### config.mk
export PLATFORM = sky130hd
export DESIGN_NAME = mini68k_prefetch_flat
export DESIGN_NICKNAME = d
export VERILOG_FILES = /design/src/rtl/mini68k_prefetch_if.sv /design/src/rtl/mini68k_prefetch.sv /design/src/flat_wrapper.sv
export SDC_FILE = /design/constraint.sdc
export NUM_CORES = 1
export LEC_CHECK = 0
export BUFFER_PORTS_ARGS = -buffer_cell sky130_fd_sc_hd__buf_2
export CORE_ASPECT_RATIO = 1.1
export CORE_MARGIN = 3
export CORE_UTILIZATION = 45
export CTS_CLUSTER_SIZE = 24
export DETAILED_ROUTE_END_ITERATION = 10
export GPL_TIMING_DRIVEN = 1
export MAX_ROUTING_LAYER = met4
export PLACE_DENSITY = 0.61
export SLEW_MARGIN = 40
export SYNTH_ARGS = -nofsm -noshare
export SYNTH_HDL_FRONTEND = slang
export SYNTH_SLANG_ARGS = --single-unit
### constraint.sdc
create_clock -name clk -period 3.2 [get_ports clk]
set_input_delay 0.32 -clock clk [delete_from_list [all_inputs] [get_ports clk]]
set_output_delay 0.32 -clock clk [all_outputs]
set_load 0.02 [all_outputs]
### src/rtl/mini68k_prefetch_if.sv
// Instruction-memory fetch bus between the mini68k prefetch queue (master) and
// instruction memory (slave).
interface mini68k_prefetch_if #(
  parameter int ADDR_W = 24
);
  // mem_req rises together with mem_addr, and both stay stable until a cycle
  // with mem_ack=1. That cycle completes the transfer and carries mem_rdata.
  // mem_ack seen while mem_req=0 means nothing.
  logic              mem_req;
  logic [ADDR_W-1:0] mem_addr;
  logic              mem_ack;
  logic [15:0]       mem_rdata;

  modport master (output mem_req, output mem_addr, input mem_ack, input mem_rdata);
  modport slave  (input mem_req, input mem_addr, output mem_ack, output mem_rdata);
endinterface

### src/rtl/mini68k_prefetch.sv
// Instruction prefetch queue for the mini68k: fetches opcode words ahead of the
// control unit, buffers them in a small FIFO and flushes on a PC reload.
module mini68k_prefetch #(
  parameter int                DEPTH    = 4,
  parameter int                ADDR_W   = 24,
  parameter logic [ADDR_W-1:0] RESET_PC = '0
) (
  input  logic                clk,
  input  logic                rst,
  input  logic                pc_load,
  input  logic [ADDR_W-1:0]   pc_load_addr,
  mini68k_prefetch_if.master  bus,
  output logic [15:0]         ir,
  output logic [ADDR_W-1:0]   ir_pc,
  output logic                ir_valid,
  input  logic                ir_consume,
  output logic [1:0]          dbg_state
);
  localparam int                PTR_W    = $clog2(DEPTH);
  localparam logic [PTR_W:0]    FULL     = (PTR_W + 1)'(DEPTH);
  localparam logic [ADDR_W-1:0] START_PC = RESET_PC & ~ADDR_W'(1);

  typedef enum logic [1:0] {
    IDLE    = 2'd0,
    REQ     = 2'd1,
    DISCARD = 2'd2
  } state_t;

  state_t            state, state_nxt;
  logic [15:0]       word_q [DEPTH];
  logic [ADDR_W-1:0] pc_q   [DEPTH];
  logic [PTR_W-1:0]  rd_ptr, wr_ptr;
  logic [PTR_W:0]    count, count_nxt;
  logic [ADDR_W-1:0] fetch_pc, fetch_pc_nxt, addr_nxt;
  logic              req_nxt, ack, push, pop;

  always_comb begin
    ack  = bus.mem_req & bus.mem_ack;
    push = ack && (state == REQ) && !pc_load;
    pop  = ir_consume && ir_valid && !pc_load;

    count_nxt = count;
    if (pc_load)          count_nxt = '0;
    else if (push && !pop) count_nxt = count + 1'b1;
    else if (!push && pop) count_nxt = count - 1'b1;

    fetch_pc_nxt = fetch_pc;
    if (pc_load)   fetch_pc_nxt = pc_load_addr & ~ADDR_W'(1);
    else if (push) fetch_pc_nxt = fetch_pc + ADDR_W'(2);

    // A reload clears the queue, so count_nxt=0 sends IDLE/REQ straight to the new PC.
    state_nxt = state;
    addr_nxt  = bus.mem_addr;
    case (state)
      IDLE: begin
        if (count_nxt < FULL) begin
          state_nxt = REQ;
          addr_nxt  = fetch_pc_nxt;
        end
      end
      REQ: begin
        if (pc_load && !ack) begin
          state_nxt = DISCARD;
        end else if (ack) begin
          if (count_nxt < FULL) begin
            state_nxt = REQ;
            addr_nxt  = fetch_pc_nxt;
          end else begin
            state_nxt = IDLE;
          end
        end
      end
      DISCARD: begin
        if (ack) begin
          state_nxt = REQ;
          addr_nxt  = fetch_pc_nxt;
        end
      end
      default: state_nxt = IDLE;
    endcase
    req_nxt = (state_nxt != IDLE);
  end

  always_ff @(posedge clk) begin
    if (rst) begin
      state        <= IDLE;
      bus.mem_req  <= 1'b0;
      bus.mem_addr <= START_PC;
      fetch_pc     <= START_PC;
      rd_ptr       <= '0;
      wr_ptr       <= '0;
      count        <= '0;
    end else begin
      state        <= state_nxt;
      bus.mem_req  <= req_nxt;
      bus.mem_addr <= addr_nxt;
      fetch_pc     <= fetch_pc_nxt;
      count        <= count_nxt;
      if (pc_load) begin
        rd_ptr <= '0;
        wr_ptr <= '0;
      end else begin
        if (push) wr_ptr <= wr_ptr + 1'b1;
        if (pop)  rd_ptr <= rd_ptr + 1'b1;
      end
    end
  end

  // Entry storage needs no reset: count guards every read.
  always_ff @(posedge clk) begin
    if (push) begin
      word_q[wr_ptr] <= bus.mem_rdata;
      pc_q[wr_ptr]   <= bus.mem_addr;
    end
  end

  assign ir_valid  = (count != '0);
  assign ir        = ir_valid ? word_q[rd_ptr] : 16'h0000;
  assign ir_pc     = ir_valid ? pc_q[rd_ptr] : '0;
  assign dbg_state = state;
endmodule

### src/flat_wrapper.sv
// flat-port wrapper written by rule: the top's interface ports become plain ports
module mini68k_prefetch_flat 
#(
  parameter int                DEPTH    = 4,
  parameter int                ADDR_W   = 24,
  parameter logic [ADDR_W-1:0] RESET_PC = '0
)
  (clk, rst, pc_load, pc_load_addr, ir, ir_pc, ir_valid, ir_consume, dbg_state, bus_mem_req, bus_mem_addr, bus_mem_ack, bus_mem_rdata);
  mini68k_prefetch_if #(.ADDR_W(ADDR_W)) bus_i ();
  input  logic clk;
  input  logic rst;
  input  logic pc_load;
  input  logic [ADDR_W-1:0] pc_load_addr;
  output logic [15:0] ir;
  output logic [ADDR_W-1:0] ir_pc;
  output logic ir_valid;
  input  logic ir_consume;
  output logic [1:0] dbg_state;
  output wire logic [$bits(bus_i.mem_req)-1:0] bus_mem_req;
  output wire logic [$bits(bus_i.mem_addr)-1:0] bus_mem_addr;
  input wire logic [$bits(bus_i.mem_ack)-1:0] bus_mem_ack;
  input wire logic [$bits(bus_i.mem_rdata)-1:0] bus_mem_rdata;
  assign bus_mem_req = bus_i.mem_req;
  assign bus_mem_addr = bus_i.mem_addr;
  assign bus_i.mem_ack = bus_mem_ack;
  assign bus_i.mem_rdata = bus_mem_rdata;
  mini68k_prefetch #(.DEPTH(DEPTH), .ADDR_W(ADDR_W), .RESET_PC(RESET_PC)) u_core (.clk(clk), .rst(rst), .pc_load(pc_load), .pc_load_addr(pc_load_addr), .bus(bus_i), .ir(ir), .ir_pc(ir_pc), .ir_valid(ir_valid), .ir_consume(ir_consume), .dbg_state(dbg_state));
endmodule
==> Yosys cells after proc, flatten, opt, wreduce, memory -nomap -nowiden <==
Memory sizes are Yosys's and may differ from the RTL's. A register that Yosys moved wholly into a read port is not among the register bits.
Cells that the tools add are included.
{ "totals": {"register_bits": 58, "latch_bits": 0, "ramBits": 160, "rom_bits": 0, "output_inout_bits": 68, "elab_cells": 62, "mem_count": 2} }
{ "mem_list": {"columns": ["memory", "depth", "width", "rd", "rd_ports_with_merged_regs", "wr", "line", "text"], "rows": [
  ["u_core.pc_q", 4, 24, 1, 1, 1, "mini68k_prefetch.sv:31", "logic [ADDR_W-1:0] pc_q [DEPTH];"],
  ["u_core.word_q", 4, 16, 1, 1, 1, "mini68k_prefetch.sv:30", "logic [15:0] word_q [DEPTH];"]
]} }
{ "classes": {"addsub": 5, "n_mul": 0, "div_mod_pow": 0, "n_lt_le_gt_ge": 1, "eq_ne": 5, "n_shift": 0, "muxes": 24, "bitwise": 1, "reduce_logical": 17} }
{ "ops": {"columns": ["cell", "n"], "rows": [
  ["$mux 24", 7],
  ["$pmux 24 s3", 1],
  ["$add 24x2->24 const B", 1],
  ["$mux 16", 1],
  ["$mux 2", 8],
  ["$mux 3", 3],
  ["$logic_and 1x1->1", 7],
  ["$pmux 2 s3", 1],
  ["$reduce_bool 3->1", 2],
  ["$add 2x1->2 const B", 2],
  ["$logic_not 1->1", 4],
  ["$ne 2x1->1 const B", 2],
  ["$reduce_and 4->1", 1],
  ["$add 3x1->3 const B", 1],
  ["$lt 3x3->1 const B", 1],
  ["$mux 1", 3],
  ["$sub 3x1->3 const B", 1],
  ["$eq 2x1->1 const B", 1],
  ["$eq 2x2->1 const B", 1],
  ["$logic_not 2->1", 1],
  ["$ne 2x2->1 const B", 1],
  ["$reduce_bool 2->1", 1],
  ["$reduce_or 2->1", 1],
  ["$and 1x1->1", 1]
]} }

==> Logic depth before layout (Yosys ltp) <==
Gate-level depths: netlist (run 1).
{ "depth": {"depth_word": 14, "depth_mapped": 12, "depth_no_buf": 11} }

==> Worst setup path before layout (run 1) <==
OpenSTA, ideal clock, no wires.
{ "synth_path": {"path_type": "reg-to-reg", "start": "register u_core.count[0]", "end": "register u_core.bus.mem_addr[0]", "setup_time_ns": 0.058, "t_arrival_ns": 2.546, "t_required_ns": 3.142, "path_slack_ns": 0.596, "stages_incl_launch_ff": 12, "period_less_slack_ns": 2.604, "path_cell_list": "dfxtp_1 inv_1 ha_1 nor2b_1 nor3b_1 inv_1 ha_1 and3_1 a211oi_2 a21oi_2 nor2_2 o22a_1"} }
{ "synth_via": {"elab_chain_len": 12} }
{ "synth_rtl": {"columns": ["item", "line", "text"], "rows": [
  ["start, declared", "mini68k_prefetch.sv:33", "logic [PTR_W:0] count, count_nxt;"],
  ["start signal, assigned", "mini68k_prefetch.sv:98", "count <= count_nxt;"],
  ["$reduce_bool 3->1 *", "mini68k_prefetch.sv:117", "assign ir_valid = (count != '0);"],
  ["$logic_and 1x1->1 * (2 in series)", "mini68k_prefetch.sv:40", "pop = ir_consume && ir_valid && !pc_load;"],
  ["named net u_core.pop", "mini68k_prefetch.sv:35", "logic req_nxt, ack, push, pop;"],
  ["$logic_and 1x1->1 or $logic_not 1->1 (tied branches)", "mini68k_prefetch.sv:45, mini68k_prefetch.sv:44", null],
  ["$mux 3 or $logic_and 1x1->1 (tied branches)", "mini68k_prefetch.sv:45, mini68k_prefetch.sv:44", null],
  ["$mux 3 *", "mini68k_prefetch.sv:44", "else if (push && !pop) count_nxt = count + 1'b1;"],
  ["$mux 3 *", "mini68k_prefetch.sv:43", "if (pc_load) count_nxt = '0;"],
  ["$lt 3x3->1 *", "mini68k_prefetch.sv:56, mini68k_prefetch.sv:65", null],
  ["$mux 24 *", null, null],
  ["$mux 24 (2 in series)", null, null],
  ["$pmux 24 s3 *", null, null],
  ["end signal, assigned", "mini68k_prefetch.sv:96", "bus.mem_addr <= addr_nxt;"],
  ["end, declared", "mini68k_prefetch_if.sv:14", "modport master (output mem_req, output mem_addr, input mem_ack, input mem_rdata);"]
]} }
The timed path passes the listed nets; every way through them passes the cells marked *. The select of a mux whose other input is x is not followed.
A chain may end at the register's enable or synchronous reset.

==> Final worst setup path (run 1) <==
{ "layout_path": {"start": "register u_core.count[0]", "end": "register u_core.bus.mem_addr[2]"} }
The elaborated chain is that of the path after synthesis.

==> results of run 1 <==
## cell families after synthesis
group                      count (synthesis)
DFF                                      220
and+or+nand+nor                          167
AOI/OAI and AO/OA                         73
buffers and inverters                     52
muxes                                     41
xor gates and xnor gates                  12
adders and majority gates                 11
## cells in the mapped netlist (2+ instances only)
cell type | count | area (um^2)
a211oi_1 | 4 | 30.0
a211oi_2 | 6 | 75.1
a21o_1 | 2 | 15.0
a21oi_1 | 13 | 65.1
a311oi_1 | 3 | 26.3
a31o_1 | 4 | 35.0
a31o_2 | 2 | 17.5
a31oi_1 | 6 | 37.5
and2_1 | 4 | 25.0
and3_1 | 9 | 56.3
and4_1 | 3 | 26.3
and4b_1 | 2 | 20.0
buf_2 | 9 | 45.0
buf_4 | 2 | 15.0
clkbuf_1 | 17 | 63.8
clkinv_1 | 2 | 7.51
dfxtp_1 | 60 | 1200
edfxtp_1 | 160 | 4800
ha_1 | 10 | 125
inv_1 | 20 | 75.1
mux4_2 | 40 | 901
nand2_1 | 27 | 101
nand2b_1 | 2 | 12.5
nand3_1 | 10 | 50.1
nand3b_1 | 2 | 15.0
nand4_1 | 9 | 56.3
nand4b_4 | 2 | 47.6
nor2_1 | 28 | 105
nor2b_1 | 42 | 263
nor3_1 | 10 | 50.1
nor3_2 | 2 | 20.0
nor3b_1 | 3 | 22.5
nor4_1 | 4 | 25.0
nor4_2 | 4 | 50.1
o21a_1 | 5 | 37.5
o21ai_0 | 5 | 25.0
o21ai_1 | 2 | 10.0
o22a_1 | 10 | 87.6
o22ai_1 | 2 | 12.5
o32ai_1 | 3 | 26.3
o41ai_1 | 3 | 26.3
or3_1 | 2 | 12.5
xnor2_1 | 9 | 78.8
xor2_1 | 3 | 26.3
## registers in the layout, summed over array words and instances (netlist names), named ones only
name,flops
u_core.dbg_state,2
u_core.rd_ptr,2
u_core.word_q,64
u_core.wr_ptr,2
u_core.fetch_pc,24
u_core.bus.mem_addr,24
u_core.count,3
u_core.bus.mem_req,1
u_core.pc_q,96
## metal layers
| metal | global-route usage, % | vias to the layer above |
|---|---|---|
| li1 | - | 2465 |
| met1 | 24.5 | 2606 |
| met3 | 2.74 | 29 |
| met5 | - | - |
| met4 | 4.94 | 0 |
| met2 | 28.5 | 154 |
## per-stage QoR
step | total power (uW) | setup slack, ns | util (%) | instances | hold WS [ns]
global route | 6300 | 0.0154 | 54.3 | 959 | 0.0278
floorplan | 3520 | 0.596 | - | 576 | 0.419
finish | 6060 | 0.218 | 54.3 | 959 | 0.0350
CTS | 6130 | 0.291 | 54.3 | 959 | 0.0215
global placement | 3670 | 0.408 | 50.8 | 919 | 0.457
detailed placement | 3690 | 0.315 | 50.8 | 919 | 0.456
## cell type report
cell class / instances / share of cell area (%)
Sequential cell: 220 / 57.3
Multi-Input combinational cell: 304 / 25.6
Timing Repair Buffer: 126 / 6.85
Clock buffer: 32 / 5.91
Tap cell: 247 / 2.95
Inverter: 22 / 0.787
Clock inverter: 8 / 0.597
## report_power, final
part	internal, uW	switching, uW	leakage, uW
sequential	3160	95.5	0.00195
combinational	140	230	0.00148
clock	1420	1010	0.000325
total	4720	1340	0.00375
## worst max-delay path: stages (launching register included)
cell and delay [ns]:
dfxtp_1 0.38, inv_1 0.09, ha_1 0.20, nor2b_4 0.13, nor3b_1 0.27, inv_1 0.08, ha_1 0.28, and3_1 0.23
a211oi_2 0.38, a21oi_2 0.26, nor2_2 0.41, o22a_1 0.21
## how the worst max path moves through the flow
stage / from / endpoint / slack, ns
CTS: u_core.count[0] / u_core.bus.mem_addr[0] / 0.29
detailed placement: u_core.count[0] / u_core.bus.mem_addr[0] / 0.31
floorplan: u_core.count[0] / u_core.bus.mem_addr[0] / 0.60
global route: u_core.count[0] / u_core.bus.mem_addr[3] / 0.02
finish: u_core.count[0] / u_core.bus.mem_addr[2] / 0.22
global placement: u_core.count[0] / u_core.bus.mem_addr[16] / 0.41
==> metrics.md, run 1 <==
| Metric | Value |
|---|---|
| Status | complete, no violations |
| Area after DPL | 0.00981 mm^2 |
| Htree depth | 1 |
| Vias/cell | 5.48 |
| Leak Pwr | 0.00375 uW |
| RSZ-0062 raised after global routing | false |
| CTS Buffer Depth | 3 |
| Reg2reg end | u_core.bus.mem_addr[2] |
| Data arrival, critical path | 3.42 ns |
| Crit path kind | flip-flop to flip-flop |
| Final Hold Viols | 0 |
| Slew headroom | 52.3% |
| Fillers | 1586 |
| # setup viols final | 0 |
| Routed Antenna Nets | 0 |
| FP Rows | 53 |
| # diodes | 0 |
| Hold endpoint | u_core.word_q[2][1] |
| Sequential cell area | 0.00601 mm^2 |
| Core footprint | 0.0193 mm^2 |
| DR iter-0 viols | 369 |
| Library cells used by synthesis | 53 |
| Post-CTS Hold Fix Bufs | 0 |
| Synthesized instance count | 576 |
| Mux contribution to synthesized area | 10.2% |
| Simple-Gate Fraction of Synth Area | 10.9% |
| Share of post-route cells with drive strength above 1 | 31.0% |
| Clk root buf | clkbuf_16 |
| TritonCTS Buffers | 23 |
| Syn Nets | 631 |
| Power Dens Cells | 578 mW/mm^2 |
| Post-synthesis sequential area ratio | 67.5% |
| Xor/xnor cell area share of the yosys netlist | 1.18% |
| DR DRC count | 0 |
| Gates resized, CTS repair | 0 |
| Async set or reset register ratio after synthesis | 0% |
| Hold Startpoint | bus_mem_rdata[1] |
| Ys Warns | 0 |
| Worst R2R Setup Slack | 0.22 ns |
| CP max FO | 12 |
| Final period utilization | 93.2% |
| #FFs+latches synth | 220 |
| Synth Cell Area | 0.00890 mm^2 |
| Skew final | 0.0158 ns |
| Main synth FF type | edfxtp_1 |
| Gp weighted congestion | 0.844 |
| Die area | 0.0215 mm^2 |
| Max-slew violation count | 0 |
| PortBufs | 111 |
| Wire length on met3 | 1020 um |
| Worst setup SP type | flip-flop |
| Post-Synth Adder-Cell Area | 1.53% |
| Worst r2r path cells | 11 |
| Clk slew on worst S/H paths | 0.06 ns |
| Final #Nets | 752 |
| Initial antenna violation count | 0 |
| Crit end category | flip-flop |
| Routed met2 length | 8850 um |
| Commonest non-fill, non-tap cell in the layout | edfxtp_1 |
| Synth Area in Compound Gates | 6.20% |
| Setup bufs post-CTS | 0 |
| Avg Cell Area, Syn | 15.5 um^2 |
| Top Layer Used | met4 |
| Clk_lat worst skew | 0.50 ns |
| Most frequent cells in the layout | edfxtp_1 (160), buf_2 (111), dfxtp_1 (58) |
| Peak VDD IR | 0.000363 V |
| Die Y | 154 um |
| Minimum clock period | 2.98 ns |
| Io pins | 113 |
| Critical R2R Launch | u_core.count[0] |
| Highest clock rate | 335 MHz |
| Final Cell Area | 0.0105 mm^2 |
| WHS Path Cells | 1 |
| Largest net degree at the start of global routing | 42 |
| Synth-to-Final Area Change | 17.8% |
| Hold Crit Class | input pin to flip-flop |
| CTS sink cnt | 220 |
| Starting density of the core | 46.1% |
| Setup TNS | 0 ns |
| Largest family of logic cells by synthesized area | simple AND/OR/NAND/NOR gates |
| WP data required | 3.63 ns |
| Number of synthesized flops with an enable pin | 160 |
| Die extent in x | 140 um |
| CTS tree | done |
| Slew at the pin closest to its max-slew limit | 0.715 ns |
| Wire per inst | 19.5 um |
| Total number of vias | 5254 |
| Drt total wl | 18700 um |
| Wire length on met1 | 8470 um |
| Drt first pass iters | 4 |
| Multi-input logic area | 0.00269 mm^2 |
| Total GRT Usage | 18.0% |
| First-pass GRT wire length | 29600 um |
| Vias in the first global route | 5372 |
| Post-DP HPWL | 12100 um |
| Total gr overflow | 0 |
| Maxcap violations | 0 |
No activity file was read; power rests on OpenSTA's default activity.
==> run 2, diff against run 1 <==
--- a/config.mk
+++ b/config.mk
@@ -8,12 +8,12 @@
 export BUFFER_PORTS_ARGS = -buffer_cell sky130_fd_sc_hd__buf_2
 export CORE_ASPECT_RATIO = 1.1
 export CORE_MARGIN = 3
-export CORE_UTILIZATION = 45
+export CORE_UTILIZATION = 58
 export CTS_CLUSTER_SIZE = 24
 export DETAILED_ROUTE_END_ITERATION = 10
 export GPL_TIMING_DRIVEN = 1
 export MAX_ROUTING_LAYER = met4
-export PLACE_DENSITY = 0.61
+export PLACE_DENSITY = 0.8
 export SLEW_MARGIN = 40
 export SYNTH_ARGS = -nofsm -noshare
 export SYNTH_HDL_FRONTEND = slang
==> metrics.md, run 2 (synthesis results as in run 1) <==
| Metric | Value |
|---|---|
| Worst hold slack | 0.0421 ns (was 0.0350 ns) |
| Die area | 0.0169 mm^2 (was 0.0215 mm^2) |
| Gp weighted congestion | 0.866 (was 0.844) |
| Vias/cell | 6.04 (was 5.48) |
| Setup TNS | 0 ns (unchanged) |
| Final #Nets | 746 (was 752) |
| Hold endpoint | u_core.word_q[0][12] (was u_core.word_q[2][1]) |
| Most frequent cells in the layout | edfxtp_1 (160), buf_2 (111), dfxtp_1 (58) (unchanged) |
| Max reg flops | 96 (unchanged) |
| Sequential cell area | 0.00601 mm^2 (about the same) |
| WHS Path Cells | 1 (unchanged) |
| Initial antenna violation count | 0 (unchanged) |
| Switching share of power | 22.3% (was 22.1%) |
| Tot Pwr | 5990 uW (was 6060 uW) |
| Die extent in x | 124 um (was 140 um) |
| Share of post-route cells with drive strength above 1 | 30.6% (was 31.0%) |
| CTS sink cnt | 220 (unchanged) |
| Minimum clock period | 2.92 ns (was 2.98 ns) |
| Highest clock rate | 343 MHz (was 335 MHz) |
| Final Hold Viols | 0 (unchanged) |
| CP max FO | 10 (was 12) |
| Die Y | 136 um (was 154 um) |
| CTS tree | done (unchanged) |
| Leak Pwr | 0.00371 uW (was 0.00375 uW) |
| Status | complete, no violations (unchanged) |
| Crit end category | flip-flop (unchanged) |
| Final Cell Area | 0.0103 mm^2 (was 0.0105 mm^2) |
| Largest net degree at the start of global routing | 42 (unchanged) |
| Total gr overflow | 0 (unchanged) |
| Comb power frac | 6.3% (was 6.1%) |
| Multi-input logic area | 0.00270 mm^2 (was 0.00269 mm^2) |
| Wire per inst | 21.3 um (was 19.5 um) |
| Critical R2R Launch | u_core.count[0] (unchanged) |
| Power Dens Cells | 579 mW/mm^2 (was 578 mW/mm^2) |
| First-pass GRT wire length | 29800 um (was 29600 um) |
| # setup viols final | 0 (unchanged) |
| Hold Startpoint | bus_mem_rdata[12] (was bus_mem_rdata[1]) |
| PortBufs | 111 (unchanged) |
| Seq pwr share | 54.2% (was 53.7%) |
| # diodes | 0 (unchanged) |
| Post-CTS Hold Fix Bufs | 0 (unchanged) |
| Max-slew violation count | 0 (unchanged) |
| Most flops, register | u_core.pc_q (unchanged) |
| Synth-to-Final Area Change | 16.1% (was 17.8%) |
| Crit path kind | flip-flop to flip-flop (unchanged) |
| Final period utilization | 91.2% (was 93.2%) |
| CTS Buffer Depth | 3 (unchanged) |
| Clk pwr share | 39.4% (was 40.2%) |
| Total number of vias | 5423 (was 5254) |
| Vias in the first global route | 5572 (was 5372) |
| Routed Antenna Nets | 0 (unchanged) |
| Maxcap violations | 0 (unchanged) |
| Starting density of the core | 60.4% (was 46.1%) |
| P_sw | 1340 uW (about the same) |
| Clk root buf | clkbuf_16 (unchanged) |
| Slew headroom | 51.9% (was 52.3%) |
| Reg2reg end | u_core.bus.mem_addr[3] (was u_core.bus.mem_addr[2]) |
| Gates resized, CTS repair | 0 (unchanged) |
| Area after DPL | 0.00968 mm^2 (was 0.00981 mm^2) |
| Data arrival, critical path | 3.35 ns (was 3.42 ns) |
| Top Registers | u_core.pc_q (96), u_core.word_q (64) (unchanged) |
| Post-DP HPWL | 12000 um (was 12100 um) |
| DR DRC count | 0 (unchanged) |
| DR iter-0 viols | 463 (was 369) |
| Core footprint | 0.0147 mm^2 (was 0.0193 mm^2) |
| Fillers | 1005 (was 1586) |
| RSZ-0062 raised after global routing | false (unchanged) |
| Worst r2r path cells | 12 (was 11) |
| Slew at the pin closest to its max-slew limit | 0.719 ns (was 0.715 ns) |
| Critical path origin | u_core.count[0] (unchanged) |
| Clk slew on worst S/H paths | 0.06 ns (about the same) |
| Pint | 4650 uW (was 4720 uW) |
| TritonCTS Buffers | 22 (was 23) |
| Worst setup SP type | flip-flop (unchanged) |
| Drt first pass iters | 5 (was 4) |
| Total GRT Usage | 23.9% (was 18.0%) |
| Setup bufs post-CTS | 0 (unchanged) |
| Drt total wl | 19100 um (was 18700 um) |
| Clk_lat worst skew | 0.50 ns (about the same) |
| FP Rows | 46 (was 53) |
| Skew final | 0.0176 ns (was 0.0158 ns) |
| Io pins | 113 (unchanged) |
| Peak VDD IR | 0.000404 V (was 0.000363 V) |
| WP data required | 3.63 ns (about the same) |
| Commonest non-fill, non-tap cell in the layout | edfxtp_1 (unchanged) |
| Worst R2R Setup Slack | 0.28 ns (was 0.22 ns) |
| Hold Crit Class | input pin to flip-flop (unchanged) |
| Htree depth | 1 (unchanged) |
run 2: changes by cell type in the layout (fill, tap and decap cells not counted), sizes merged:
cell	previous run	this run
clkbuf	32	31
clkinv	7	9
buf	126	121
clkinvlp	2	1
bufinv	1	0
run 2: how the worst max path moves through the flow:
stage                                          to  cells past startpoint
after detailed placement   u_core.bus.mem_addr[3]                     12
after global routing       u_core.bus.mem_addr[3]                     12
after floorplan            u_core.bus.mem_addr[0]                     11
after CTS                  u_core.bus.mem_addr[3]                     12
final                      u_core.bus.mem_addr[3]                     12
after global placement    u_core.bus.mem_addr[11]                     12
run 2: worst max-delay path, cell delays in order (launching register included):
cell	delay (ns)
dfxtp_1	0.38
inv_1	0.08
ha_1	0.21
nor2b_4	0.13
nor3b_1	0.17
buf_4	0.16
inv_1	0.04
ha_1	0.26
and3_1	0.23
a211oi_2	0.34
a21oi_2	0.15
nor2_2	0.47
o22a_1	0.24
run 2: layout make-up:
class | instances | share of cell area [%]
multi-input cells | 304 | 26.1
inverters | 22 | 0.799
clock inverters | 8 | 0.327
repair buffers | 121 | 6.22
well taps | 192 | 2.32
clock buffers | 31 | 6.05
flip-flops and latches | 220 | 58.1
run 2: power groups by stage:
stage	Clock, uW	Sequential (uW)	Combinational (uW)
after floorplan	0	3330	186
after global placement	0	3300	362
after detailed placement	0	3310	377
after CTS	2400	3250	380
after global routing	2510	3260	408
final	2360	3250	380
run 2: per-layer routing:
metal	vias up	global-route usage (%)	routed length, um
met5	-	-	0
met4	0	8.58	520
met3	45	3.83	1210
met2	211	39.3	9730
met1	2719	30.5	7640
li1	2448	-	-
run 2: per-stage QoR:
step / setup slack [ns] / std cells / util [%]
finish: 0.280 / 898 / 70.2
global route: 0.153 / 898 / 70.2
CTS: 0.313 / 898 / 70.2
detailed placement: 0.337 / 859 / 65.7
global placement: 0.491 / 859 / 65.6
floorplan: 0.596 / 576 / -
==> run 3, diff against run 2 <==
--- a/config.mk
+++ b/config.mk
@@ -13,7 +13,7 @@
 export DETAILED_ROUTE_END_ITERATION = 10
 export GPL_TIMING_DRIVEN = 1
 export MAX_ROUTING_LAYER = met4
-export PLACE_DENSITY = 0.8
+export PLACE_DENSITY = 0.87
 export SLEW_MARGIN = 40
 export SYNTH_ARGS = -nofsm -noshare
 export SYNTH_HDL_FRONTEND = slang
==> metrics.md, run 3 (synthesis results as in run 1) <==
| Metric | Value |
|---|---|
| Core footprint | 0.0147 mm^2 (unchanged) |
| Multi-input logic area | 0.00269 mm^2 (was 0.00270 mm^2) |
| First-pass GRT wire length | 30000 um (was 29800 um) |
| Final Core Density | 71.2% (was 70.2%) |
| Cell Chain, Critical Path | inv_1, ha_1, nor2b_4, nor3b_1, inv_1, ha_1, a21oi_1, a211oi_2, a21oi_2, buf_4, nor2_1, a311oi_1 (was inv_1, ha_1, nor2b_4, nor3b_1, buf_4, inv_1, ha_1, and3_1, a211oi_2, a21oi_2, nor2_2, o22a_1) |
| Crit path kind | flip-flop to flip-flop (unchanged) |
| Vias in the first global route | 5584 (was 5572) |
| Die Y | 136 um (unchanged) |
| Area after DPL | 0.00972 mm^2 (was 0.00968 mm^2) |
| Worst setup SP type | flip-flop (unchanged) |
| Synth-to-Final Area Change | 17.8% (was 16.1%) |
| Highest clock rate | 339 MHz (was 343 MHz) |
| Final period utilization | 92.1% (was 91.2%) |
| Peak VDD IR | 0.000356 V (was 0.000404 V) |
| Final Hold Viols | 0 (unchanged) |
| Clk slew on worst S/H paths | 0.06 ns (about the same) |
| Starting density of the core | 60.4% (unchanged) |
| Slew at the pin closest to its max-slew limit | 0.674 ns (was 0.719 ns) |
| Crit end category | flip-flop (unchanged) |
| CTS tree | done (unchanged) |
| Crit path max-delay cell type | a21oi_2 (was nor2_2) |
| Critical path origin | u_core.count[0] (unchanged) |
| Top Registers | u_core.pc_q (96), u_core.word_q (64) (unchanged) |
| Wire per inst | 21.5 um (was 21.3 um) |
| # setup viols final | 0 (unchanged) |
| Commonest non-fill, non-tap cell in the layout | edfxtp_1 (unchanged) |
| Data arrival, critical path | 3.33 ns (was 3.35 ns) |
| Leak Pwr | 0.00378 uW (was 0.00371 uW) |
| Drt total wl | 19300 um (was 19100 um) |
| Fillers | 950 (was 1005) |
| CTS sink cnt | 220 (unchanged) |
| Routed Antenna Nets | 0 (unchanged) |
| Total GRT Usage | 24.0% (was 23.9%) |
| Hold Startpoint | bus_mem_rdata[8] (was bus_mem_rdata[12]) |
| PortBufs | 111 (unchanged) |
| Status | complete, no violations (unchanged) |
| CTS Buffer Depth | 3 (unchanged) |
| Setup TNS | 0 ns (unchanged) |
| Sequential cell area | 0.00601 mm^2 (about the same) |
| Die extent in x | 124 um (unchanged) |
| Setup bufs post-CTS | 0 (unchanged) |
| FP Rows | 46 (unchanged) |
| TritonCTS Buffers | 21 (was 22) |
| Critical R2R Launch | u_core.count[0] (unchanged) |
| Gates resized, CTS repair | 0 (unchanged) |
| WP data required | 3.59 ns (was 3.63 ns) |
| Power Dens Cells | 602 mW/mm^2 (was 579 mW/mm^2) |
| CP max FO | 9 (was 10) |
| Total number of vias | 5421 (was 5423) |
| Post-CTS Hold Fix Bufs | 0 (unchanged) |
| Initial antenna violation count | 0 (unchanged) |
| Total gr overflow | 0 (unchanged) |
| Kind of cell adding the most delay to the critical path | compound AO/OA/AOI/OAI gates (was simple AND/OR/NAND/NOR gates) |
| Max reg flops | 96 (unchanged) |
| Worst hold slack | 0.0446 ns (was 0.0421 ns) |
| Most frequent cells in the layout | edfxtp_1 (160), buf_2 (111), dfxtp_1 (58) (unchanged) |
| Drt first pass iters | 4 (was 5) |
| Clk_lat worst skew | 0.50 ns (about the same) |
| Most flops, register | u_core.pc_q (unchanged) |
| Slew headroom | 54.9% (was 51.9%) |
| Vias/cell | 6.02 (was 6.04) |
| Largest net degree at the start of global routing | 42 (unchanged) |
| Max-slew violation count | 0 (unchanged) |
| CP peak stage delay | 0.47 ns (about the same) |
| Hold Crit Class | input pin to flip-flop (unchanged) |
| Skew final | 0.0129 ns (was 0.0176 ns) |
| Clk root buf | clkbuf_16 (unchanged) |
| Io pins | 113 (unchanged) |
| # diodes | 0 (unchanged) |
| Die area | 0.0169 mm^2 (unchanged) |
| Maxcap violations | 0 (unchanged) |
| DR iter-0 viols | 465 (was 463) |
| Minimum clock period | 2.95 ns (was 2.92 ns) |
| Final #Nets | 750 (was 746) |
| RSZ-0062 raised after global routing | false (unchanged) |
| Final Cell Area | 0.0105 mm^2 (was 0.0103 mm^2) |
| Share of post-route cells with drive strength above 1 | 32.3% (was 30.6%) |
| Post-DP HPWL | 12200 um (was 12000 um) |
| Gp weighted congestion | 0.914 (was 0.866) |
| DR DRC count | 0 (unchanged) |
| CP Buf/Inv Count | 3 (unchanged) |
| Htree depth | 1 (unchanged) |
## run 3: cell count changes in the layout (fill, tap and decap cells not counted), sizes merged
cell,delta
clkinvlp,+4
buf,+5
clkbuf,-7
bufinv,+5
clkinv,-4
## run 3: path summary, 6_finish.rpt
path | end | slack, ns | cells after the start
setup reg to reg | u_core.bus.mem_addr[13] | 0.25 | 12
hold / removal | u_core.word_q[2][8] | 0.04 | 1
setup / recovery | u_core.bus.mem_addr[13] | 0.25 | 12
hold reg to reg | u_core.fetch_pc[0] | 0.46 | 1
## run 3: layout make-up
class | count | area share (%)
multi-input cells | 304 | 25.6
flip-flops and latches | 220 | 57.3
well taps | 192 | 2.29
inverters | 22 | 0.788
repair buffers | 126 | 6.73
clock inverters | 13 | 1.93
clock buffers | 24 | 5.31
## run 3: metal layers
metal  GRT usage, %  up-vias  part of all wire (%)
met1           30.0     2705                    39
met3           3.08       42                   6.2
met5              -        -                     0
met2           41.0      227                    52
li1               -     2447                     -
met4           7.91        0                   2.6
## run 3: stage by stage
| stage | power [uW] | std cells | worst slack [ns] |
|---|---|---|---|
| floorplan | 3520 | 576 | 0.596 |
| global placement | 3660 | 864 | 0.533 |
| detailed placement | 3690 | 864 | 0.321 |
| CTS | 6340 | 901 | 0.252 |
| global route | 6480 | 901 | 0.0750 |
| finish | 6320 | 901 | 0.253 |
## run 3: power by group
part | internal, uW | switching, uW
registers | 3160 | 95.5
logic | 144 | 240
clock network | 1660 | 1020
